## config.mk

```make
export PLATFORM = sky130hd
export DESIGN_NAME = core_seq
export DESIGN_NICKNAME = d
export VERILOG_FILES = /design/src/rtl/core_seq.sv
export SDC_FILE = /design/constraint.sdc
export NUM_CORES = 1
export LEC_CHECK = 0
export ABC_CLOCK_PERIOD_IN_PS = 3300
export CELL_PAD_IN_SITES_DETAIL_PLACEMENT = 0
export CELL_PAD_IN_SITES_GLOBAL_PLACEMENT = 2
export CORE_MARGIN = 2
export CORE_UTILIZATION = 29
export DETAILED_ROUTE_END_ITERATION = 6
export GPL_TIMING_DRIVEN = 0
export PLACE_DENSITY_LB_ADDON = 0.1
export SLEW_MARGIN = 20
export SYNTH_ARGS = -nofsm -noshare
export SYNTH_HDL_FRONTEND = slang
export SYNTH_SLANG_ARGS = --single-unit
export TNS_END_PERCENT = 1
```

## constraint.sdc

```tcl
create_clock -name Clk -period 3.3 [get_ports Clk]
set_clock_uncertainty 0.15 [all_clocks]
set_input_delay 0.33 -clock Clk [delete_from_list [all_inputs] [get_ports Clk]]
set_output_delay 0.33 -clock Clk [all_outputs]
set_load 0.01 [all_outputs]
```

## src/rtl/core_seq.sv

```systemverilog
// core_seq: multi-cycle instruction sequencer. Steps each instruction through
// FETCH/DECODE/EXEC/MEM/WB, emits datapath strobes, traps on unsupported
// opcodes and memory-ack timeouts, and counts retired instructions.
module core_seq #(
  parameter int TIMEOUT_CYCLES = 255
) (
  input  logic        Clk,
  input  logic        Rst_N,
  input  logic [31:0] Instruction,
  output logic        IMem_Req,
  input  logic        IMem_Ack,
  output logic        DMem_Req,
  output logic        DMem_We,
  input  logic        DMem_Ack,
  output logic        IR_Wr_En,
  output logic        PC_Wr_En,
  output logic        Reg_Wr_En,
  output logic [2:0]  State,
  output logic        Illegal_Instr,
  output logic        Bus_Err,
  output logic [31:0] Instr_Retired
);

  typedef enum logic [2:0] {
    ST_IDLE   = 3'd0,
    ST_FETCH  = 3'd1,
    ST_DECODE = 3'd2,
    ST_EXEC   = 3'd3,
    ST_MEM    = 3'd4,
    ST_WB     = 3'd5,
    ST_TRAP   = 3'd6,
    ST_BAD    = 3'd7
  } state_t;

  localparam logic [6:0] OP_ALU    = 7'b0110011;
  localparam logic [6:0] OP_ALUI   = 7'b0010011;
  localparam logic [6:0] OP_LOAD   = 7'b0000011;
  localparam logic [6:0] OP_STORE  = 7'b0100011;
  localparam logic [6:0] OP_BRANCH = 7'b1100011;
  localparam logic [6:0] OP_JALR   = 7'b1100111;
  localparam logic [6:0] OP_JAL    = 7'b1101111;
  localparam logic [6:0] OP_LUI    = 7'b0110111;
  localparam logic [6:0] OP_AUIPC  = 7'b0010111;

  // Last request cycle index (counter counts completed wait cycles from 0).
  localparam logic [15:0] TMO_LAST = 16'(TIMEOUT_CYCLES - 1);

  state_t      r_state;
  logic [6:0]  r_opcode;
  logic [4:0]  r_rd;
  logic        r_illegal;
  logic        r_bus_err;
  logic [31:0] r_retired;
  logic [15:0] r_tmo;

  state_t      w_next;
  logic        w_imem_req;
  logic        w_ir_wr;
  logic        w_dmem_req;
  logic        w_dmem_we;
  logic        w_pc_wr;
  logic        w_reg_wr;
  logic        w_set_illegal;
  logic        w_set_bus_err;
  logic        w_is_load;
  logic        w_is_store;
  logic        w_is_branch;
  logic        w_legal;
  logic        w_tmo_last;
  logic        w_unused;

  // Only opcode and rd are kept; the rest of the word belongs to the datapath.
  assign w_unused = ^Instruction[31:12];

  assign w_is_load   = (r_opcode == OP_LOAD);
  assign w_is_store  = (r_opcode == OP_STORE);
  assign w_is_branch = (r_opcode == OP_BRANCH);
  assign w_legal     = (r_opcode == OP_ALU)    || (r_opcode == OP_ALUI)  ||
                       (r_opcode == OP_LOAD)   || (r_opcode == OP_STORE) ||
                       (r_opcode == OP_BRANCH) || (r_opcode == OP_JALR)  ||
                       (r_opcode == OP_JAL)    || (r_opcode == OP_LUI)   ||
                       (r_opcode == OP_AUIPC);
  assign w_tmo_last  = (r_tmo == TMO_LAST);

  // Next-state and strobe decode from current state plus the relevant ack.
  always_comb begin
    w_next        = r_state;
    w_imem_req    = 1'b0;
    w_ir_wr       = 1'b0;
    w_dmem_req    = 1'b0;
    w_dmem_we     = 1'b0;
    w_pc_wr       = 1'b0;
    w_reg_wr      = 1'b0;
    w_set_illegal = 1'b0;
    w_set_bus_err = 1'b0;
    case (r_state)
      ST_IDLE: w_next = ST_FETCH;
      ST_FETCH: begin
        w_imem_req = 1'b1;
        if (IMem_Ack) begin
          w_ir_wr = 1'b1;
          w_next  = ST_DECODE;
        end else if (w_tmo_last) begin
          w_set_bus_err = 1'b1;
          w_next        = ST_TRAP;
        end
      end
      ST_DECODE: begin
        if (w_legal) begin
          w_next = ST_EXEC;
        end else begin
          w_set_illegal = 1'b1;
          w_next        = ST_TRAP;
        end
      end
      ST_EXEC: begin
        if (w_is_load || w_is_store) begin
          w_next = ST_MEM;
        end else if (w_is_branch) begin
          w_pc_wr = 1'b1;
          w_next  = ST_FETCH;
        end else begin
          w_next = ST_WB;
        end
      end
      ST_MEM: begin
        w_dmem_req = 1'b1;
        w_dmem_we  = w_is_store;
        if (DMem_Ack) begin
          if (w_is_store) begin
            w_pc_wr = 1'b1;
            w_next  = ST_FETCH;
          end else begin
            w_next = ST_WB;
          end
        end else if (w_tmo_last) begin
          w_set_bus_err = 1'b1;
          w_next        = ST_TRAP;
        end
      end
      ST_WB: begin
        w_pc_wr  = 1'b1;
        w_reg_wr = (r_rd != 5'd0);
        w_next   = ST_FETCH;
      end
      ST_TRAP: w_next = ST_TRAP;
      default: w_next = ST_TRAP;
    endcase
  end

  // State, latched opcode/rd, sticky flags, retire and timeout counters.
  always_ff @(posedge Clk) begin
    if (!Rst_N) begin
      r_state   <= ST_IDLE;
      r_opcode  <= 7'd0;
      r_rd      <= 5'd0;
      r_illegal <= 1'b0;
      r_bus_err <= 1'b0;
      r_retired <= 32'd0;
      r_tmo     <= 16'd0;
    end else begin
      r_state <= w_next;
      if (w_ir_wr) begin
        r_opcode <= Instruction[6:0];
        r_rd     <= Instruction[11:7];
      end
      if (w_set_illegal) r_illegal <= 1'b1;
      if (w_set_bus_err) r_bus_err <= 1'b1;
      if (w_pc_wr)       r_retired <= r_retired + 32'd1;
      // Restart on any state change so each FETCH/MEM visit times out afresh.
      if ((w_next != r_state) || ((r_state != ST_FETCH) && (r_state != ST_MEM)))
        r_tmo <= 16'd0;
      else
        r_tmo <= r_tmo + 16'd1;
    end
  end

  // Strobes are forced low while reset is asserted, whatever the old state.
  assign IMem_Req      = Rst_N & w_imem_req;
  assign IR_Wr_En      = Rst_N & w_ir_wr;
  assign DMem_Req      = Rst_N & w_dmem_req;
  assign DMem_We       = Rst_N & w_dmem_we;
  assign PC_Wr_En      = Rst_N & w_pc_wr;
  assign Reg_Wr_En     = Rst_N & w_reg_wr;
  assign State         = r_state;
  assign Illegal_Instr = r_illegal;
  assign Bus_Err       = r_bus_err;
  assign Instr_Retired = r_retired;

endmodule

```

==> flow_summary.yaml, run 1 <==
clocking:
  numClockSinks: 65
  post_cts_buffers: 0
  cts_buffer_depth: 2
  cts_root_buf: "clkbuf_8"
  postCtsHoldBufs: 0
  cts_tree: "yes"
  htreeDepth: 3
  cts_resized: 2
  cts_buffers: 9
  clk_pin_slew_worst_paths_ps: 80
  clk_latency_ps: 340
placed_design:
  post-dp-hpwl_um: 6650
  gp_congestion: 0.765
  post-place-ws_ps: -33.8
  placed_cells: 586
  io_buffers: 58
setup_path:
  cp_cell_sequence: "nor2b_2, and4_1, a21oi_1, clkbuf_4, nor2_1, clkdlybuf4s50_1"
  setup.worst_path.class: "reg -> out"
  required_ps: 2820
  startpoint: "State[0]"
  slowest_stage: "clkdlybuf4s50_1"
  critPathMaxFanout: 28
  r2r_cells: 8
  cp-endpoint: "PC_Wr_En"
  regToRegSetupSlack_ps: 540
  reg2reg_from: "r_tmo[0]"
  crit_arrival_ps: 2390
  slowest_delay_ps: 540
  r2r-end: "r_tmo[13]"
  crit_path_start_kind: "register"
  cp-end-kind: "output pin"
sta:
  relSlewSlack_pct: 42.9
  rsz0062_at_grt: "false"
  setup_violations: 0
  hold_viol: 0
  period_share_pct: 87.1
  finalSetupTns_ps: 0
  setup_slack_ps: 427
  fin_crit_ps: 2870
  clock.fmax_mhz: 348
  drv_slew: 0
  tightest_slew_ps: 835
floorplan:
  io_pins: 79
  fp.dieW_um: 110
  die_y_um: 110
  start_util_pct: 29.9
  dieArea_sq_um: 12100
  fp.coreArea_sq_um: 10900
  rows: 38
global_route:
  antenna_found_initial: 0
  grt_pass1_vias: 2983
  grt_pass1_wl_um: 15100
  grt_max_degree: 12
  grt_overflow: 0
  grtUsageTotal_pct: 16.2
power_and_ir_drop:
  peakVddDrop_v: 0.000162
  pwr-share-clk_pct: 34.1
  combPwrFrac_pct: 17.5
  p_per_area_nw_per_um2: 413
  switching_share_pct: 30.3
  seqPwrFrac_pct: 48.4
  p_sw_uw: 520
  power.internal_uw: 1200
  power_uw: 1720
  cellLeakagePower_uw: 0.00126
yosys:
  syn_avg_cell_area_sq_um: 8.38
  syn_area_sq_um: 3250
  synth_nets: 427
  synth_seq_area_share_pct: 40.0
  ys_warn_count: 0
  ys_ff_latch: 65
  synth-async-reset-ratio_pct: 0
  synthTopCellsByArea: "dfxtp_1 40%, a21oi_1 6.2%, nand2_1 6.0%"
  synth_area_leader_cell: "dfxtp_1"
  syn_inst: 388
  synth_top_area_share_pct: 40.0
  synthDistinctLibCells: 52
  synth_edf_count: 0
  synth_ff_type: "dfxtp_1"
status:
  outcome: "completed"
detailed_routing:
  viasPerCell: 5.15
  drtIter0Drc: 124
  firstDrtPassIters: 4
  wl_um: 9060
  drt_drc_violations_left: 0
  route.vias.total: 3078
  antenna_left: 0
  post_drt_wl_per_cell_um: 15.2
layout:
  nNetsFinal: 493
  finish.utilization_pct: 38.2
  drive_above_1_share_pct: 8.30
  fin_cells: 598
  diodes: 0
  areaGrowthSynthToFinish_pct: 27.9
job:
  drv_cap: 0
hold_path:
  hold_path_class: "reg -> reg"
==> cell usage in the layout, fill, tap and decap left out, types with 10 or more instances in the layout <==
cell type        instances
xor2_1                  10
or4_1                   10
clkdlybuf4s50_1         58
nand4_1                 17
dfxtp_1                 65
or3_1                   15
nor2_1                  17
nand2_1                 52
a21oi_1                 40
clkbuf_8                11
nand3_1                 19
nor3_1                  14
clkbuf_1                12
nor3_2                  10
o21ai_0                 17
==> through the flow <==
step / instance area [sq um] / hold slack (ps)
after global routing: 4160 / 326
final: 4160 / 301
after CTS: 4170 / 303
after global placement: 4010 / 288
after detailed placement: 4010 / 291
after floorplan: 3250 / 281
==> power by group through the flow <==
| stage | combinational (uW) | clock (uW) | sequential [uW] |
|---|---|---|---|
| global route | 331 | 648 | 835 |
| detailed placement | 310 | 0 | 845 |
| floorplan | 203 | 0 | 844 |
| CTS | 308 | 617 | 831 |
| global placement | 310 | 0 | 846 |
| finish | 300 | 586 | 831 |
==> registers in the layout, indices dropped and copies added (netlist names) <==
| register | count |
|---|---|
| r_opcode | 7 |
| Illegal_Instr | 1 |
| r_rd | 5 |
| Instr_Retired | 32 |
| r_tmo | 16 |
| Bus_Err | 1 |
| State | 3 |
==> critical path, delay by kind of cell (launching register included) <==
family / cells / cell delay (ps)
buffers and inverters: 2 / 830
AND/OR/NAND/NOR: 3 / 730
flip-flops: 1 / 410
AO/OA/AOI/OAI: 1 / 70
==> worst min path at each step <==
stage,to,cells after the start,slack (ps),startpoint
3_3_place_gp,r_rd[4],2,290,r_rd[4]
6_report,r_rd[4],2,300,r_rd[4]
3_5_place_dp,r_rd[4],2,290,r_rd[4]
5_1_grt,r_rd[4],2,330,r_rd[4]
2_1_floorplan,r_rd[4],2,280,r_rd[4]
4_1_cts,r_rd[4],2,300,r_rd[4]
==> cells by family after synthesis <==
family | synth area share, %
AND/OR/NAND/NOR | 33.5
AO/OA/AOI/OAI | 15.7
flip-flops | 40.0
buffers and inverters | 3.69
XOR/XNOR | 4.31
multiplexers | 1.65
adder cells (fa/ha/maj) | 1.15
==> area by class of cell <==
cell class | instances | area (sq um)
fillers | 1163 | 6730
multi-input cells | 300 | 1830
inverters | 4 | 15.0
clock buffers | 10 | 128
flip-flops and latches | 65 | 1300
clock inverters | 5 | 33.8
well taps | 140 | 175
plain buffers | 16 | 95.1
repair buffers | 58 | 581
==> synthesized netlist by cell type (9+ instances only) <==
cell,number
dfxtp_1,65
nand2_1,52
a21oi_1,40
nand3_1,19
nand4_1,17
nor2_1,17
o21ai_0,17
or3_1,15
nor3_1,14
clkbuf_1,13
nor3_2,10
or4_1,10
xor2_1,10
o31ai_1,9
==> metal layers <==
metal	global-route usage, %	vias up	share of wire, %
li1	-	1560	-
met2	26.4	54	46
met3	3.56	6	4.5
met4	4.43	0	0.72
met1	21.4	1458	48
met5	0	-	0
Power figures use the tool's default switching activity.
==> inputs of run 2 (changes only) <==
--- a/config.mk
+++ b/config.mk
@@ -5,11 +5,12 @@
 export SDC_FILE = /design/constraint.sdc
 export NUM_CORES = 1
 export LEC_CHECK = 0
+export ABC_AREA = 1
 export ABC_CLOCK_PERIOD_IN_PS = 3300
 export CELL_PAD_IN_SITES_DETAIL_PLACEMENT = 0
 export CELL_PAD_IN_SITES_GLOBAL_PLACEMENT = 2
-export CORE_MARGIN = 2
-export CORE_UTILIZATION = 29
+export CORE_MARGIN = 5
+export CORE_UTILIZATION = 27
 export DETAILED_ROUTE_END_ITERATION = 6
 export GPL_TIMING_DRIVEN = 0
 export PLACE_DENSITY_LB_ADDON = 0.1
==> run 2 against run 1 <==
Combinational power increased by 110%. Cell area increased by 12%. Non-clock buffer count decreased by 2. Largest power group unchanged.
==> flow_summary.yaml, run 2 <==
floorplan:
  dieArea_sq_um: 15800
  die_y_um: 126
  rows: 42
  fp.coreArea_sq_um: 13200
  io_pins: 79
  fp.dieW_um: 126
  start_util_pct: 27.3
power_and_ir_drop:
  cellLeakagePower_uw: 0.00159
  switching_share_pct: 33.3
  combPwrFrac_pct: 25.8
  peakVddDrop_v: 0.000216
  p_per_area_nw_per_um2: 522
  p_sw_uw: 810
  power.internal_uw: 1620
  seqPwrFrac_pct: 37.4
  pwr-share-clk_pct: 36.8
detailed_routing:
  route.vias.total: 3562
  viasPerCell: 4.49
  firstDrtPassIters: 4
  drt_drc_violations_left: 0
  post_drt_wl_per_cell_um: 14.3
  drtIter0Drc: 121
  antenna_left: 0
  wl_um: 11300
sta:
  period_share_pct: 92.7
  clock.fmax_mhz: 327
  relSlewSlack_pct: 62.9
  hold_viol: 0
  rsz0062_at_grt: "false"
  fin_crit_ps: 3060
  drv_slew: 0
  tightest_slew_ps: 556
  setup_violations: 0
  finalSetupTns_ps: 0
layout:
  final_cell_mix: "156 x nand2_1, 67 x nor2_1, 65 x dfxtp_1, 57 x clkdlybuf4s50_1, 52 x inv_1"
  final_common_cell: "nand2_1"
  fillerInstances: 1483
  nNetsFinal: 651
  areaGrowthSynthToFinish_pct: 29.5
  drive_above_1_share_pct: 5.51
  diodes: 0
  seq_area_sq_um: 1300
  fin_cells: 793
  multiInputGateArea_sq_um: 1980
  largest_reg_flops: 32
global_route:
  grt_max_degree: 20
  antenna_found_initial: 0
  grt_pass1_wl_um: 18300
  grt_overflow: 0
  grtUsageTotal_pct: 14.6
  grt_pass1_vias: 3580
job:
  drv_cap: 0
clocking:
  post_cts_buffers: 0
  cts_tree: "yes"
  postCtsHoldBufs: 0
  cts_root_buf: "clkbuf_16"
  cts_buffer_depth: 2
  cts_resized: 0
  clk_pin_slew_worst_paths_ps: 50
  cts_buffers: 9
  numClockSinks: 65
  clk_latency_ps: 340
  htreeDepth: 3
yosys:
  syn_avg_cell_area_sq_um: 6.61
  synth_top_area_share_pct: 36.1
  synth-async-reset-ratio_pct: 0
  synthTopCellsByArea: "dfxtp_1 36%, nand2_1 16%, a21oi_1 7.1%"
  ys_ff_latch: 65
  synth_edf_count: 0
  synthDistinctLibCells: 28
  synth_most_common_cell: "nand2_1"
  synth_seq_area_share_pct: 36.1
  synth_ff_type: "dfxtp_1"
  ys_top_cells_by_count: "156 x nand2_1, 67 x nor2_1, 65 x dfxtp_1"
  synth_nets: 584
  ys_warn_count: 0
  synth_area_leader_cell: "dfxtp_1"
  syn_inst: 545
  syn_area_sq_um: 3600
setup_path:
  crit_top_cell: "clkbuf_1"
  reg2reg_from: "Instr_Retired[0]"
  r2r-end: "Instr_Retired[24]"
  crit_arrival_ps: 2580
  crit_path_start_kind: "register"
  cp-end-kind: "output pin"
  critPathMaxFanout: 10
  setup.worst_path.class: "reg -> out"
  slowest_stage: "clkdlybuf4s50_1"
  slowest_delay_ps: 550
  required_ps: 2820
  regToRegSetupSlack_ps: 950
  r2r_cells: 8
  cp_cell_sequence: "inv_2, nor3_4, nand2_1, clkbuf_1, clkbuf_1, nor2_1, clkdlybuf4s50_1"
hold_path:
  hold_path_class: "in -> reg"
  hp-start: "IMem_Ack"
  min_path_cells: 3
  whs_endpoint: "r_rd[4]"
placed_design:
  io_buffers: 57
  placed_cells: 778
  gp_congestion: 0.857
  post-dp-hpwl_um: 8830
status:
  outcome: "completed"
-- run 2: final cells by class --
type | count | share of cell area [%]
tap | 176 | 4.72
buffer | 15 | 2.25
multi-input combinational | 408 | 42.5
timing repair buffer | 57 | 12.2
clock buffer | 13 | 5.58
clock inverter | 3 | 0.322
inverter | 56 | 4.51
sequential | 65 | 27.9
-- run 2: metrics by stage --
| step | total power [uW] | hold WS [ps] | util [%] | cell area [sq um] | worst slack [ps] |
|---|---|---|---|---|---|
| 6_report | 2430 | 183 | 35.4 | 4670 | 240 |
| 4_1_cts | 2480 | 174 | 35.4 | 4670 | 143 |
| 3_3_place_gp | 1570 | 297 | 33.3 | 4390 | 347 |
| 3_5_place_dp | 1570 | 307 | 33.3 | 4390 | 360 |
| 5_1_grt | 2590 | 194 | 35.4 | 4670 | 16.8 |
| 2_1_floorplan | 1340 | 279 | - | 3600 | 1310 |
-- run 2: cells by family (layout without fill, tap and decap cells) --
logic type	after synthesis	count (layout)	share of synthesized area, %
flops	65	65	36.1
buf+inv	72	144	8.85
compound gates	69	69	9.90
fa+ha+maj	3	3	1.04
xor+xnor	34	34	8.26
simple gates	302	302	35.8
-- run 2: power by group through the flow --
stage | Sequential, uW | Combinational [uW] | Clock [uW]
final | 911 | 628 | 895
after global routing | 922 | 712 | 958
after CTS | 913 | 644 | 926
after detailed placement | 928 | 642 | 0
after global placement | 928 | 645 | 0
after floorplan | 923 | 419 | 0
-- run 2: worst max-delay path by stage --
stage / from / end / slack, ps / depth (start not counted)
after floorplan: State[1] / PC_Wr_En / 1310 / 9
after detailed placement: State[1] / PC_Wr_En / 360 / 10
after global placement: State[1] / PC_Wr_En / 350 / 10
after CTS: State[0] / IR_Wr_En / 140 / 7
final: State[0] / IR_Wr_En / 240 / 7
after global routing: State[0] / IR_Wr_En / 20 / 7
-- run 2: critical path, delay by kind of cell (launching register included) --
kind	cells	cell delay [ps]
buffers and inverters	4	1210
flip-flops	1	460
AND/OR/NAND/NOR	3	580
-- run 2: layer usage --
layer / global-route usage (%) / part of all wire [%] / vias to the layer above
met5: 0 / 0 / -
met4: 4.97 / 1.9 / 0
met1: 17.5 / 45 / 1628
met2: 25.7 / 49 / 50
li1: - / - / 1868
met3: 3.20 / 3.1 / 16
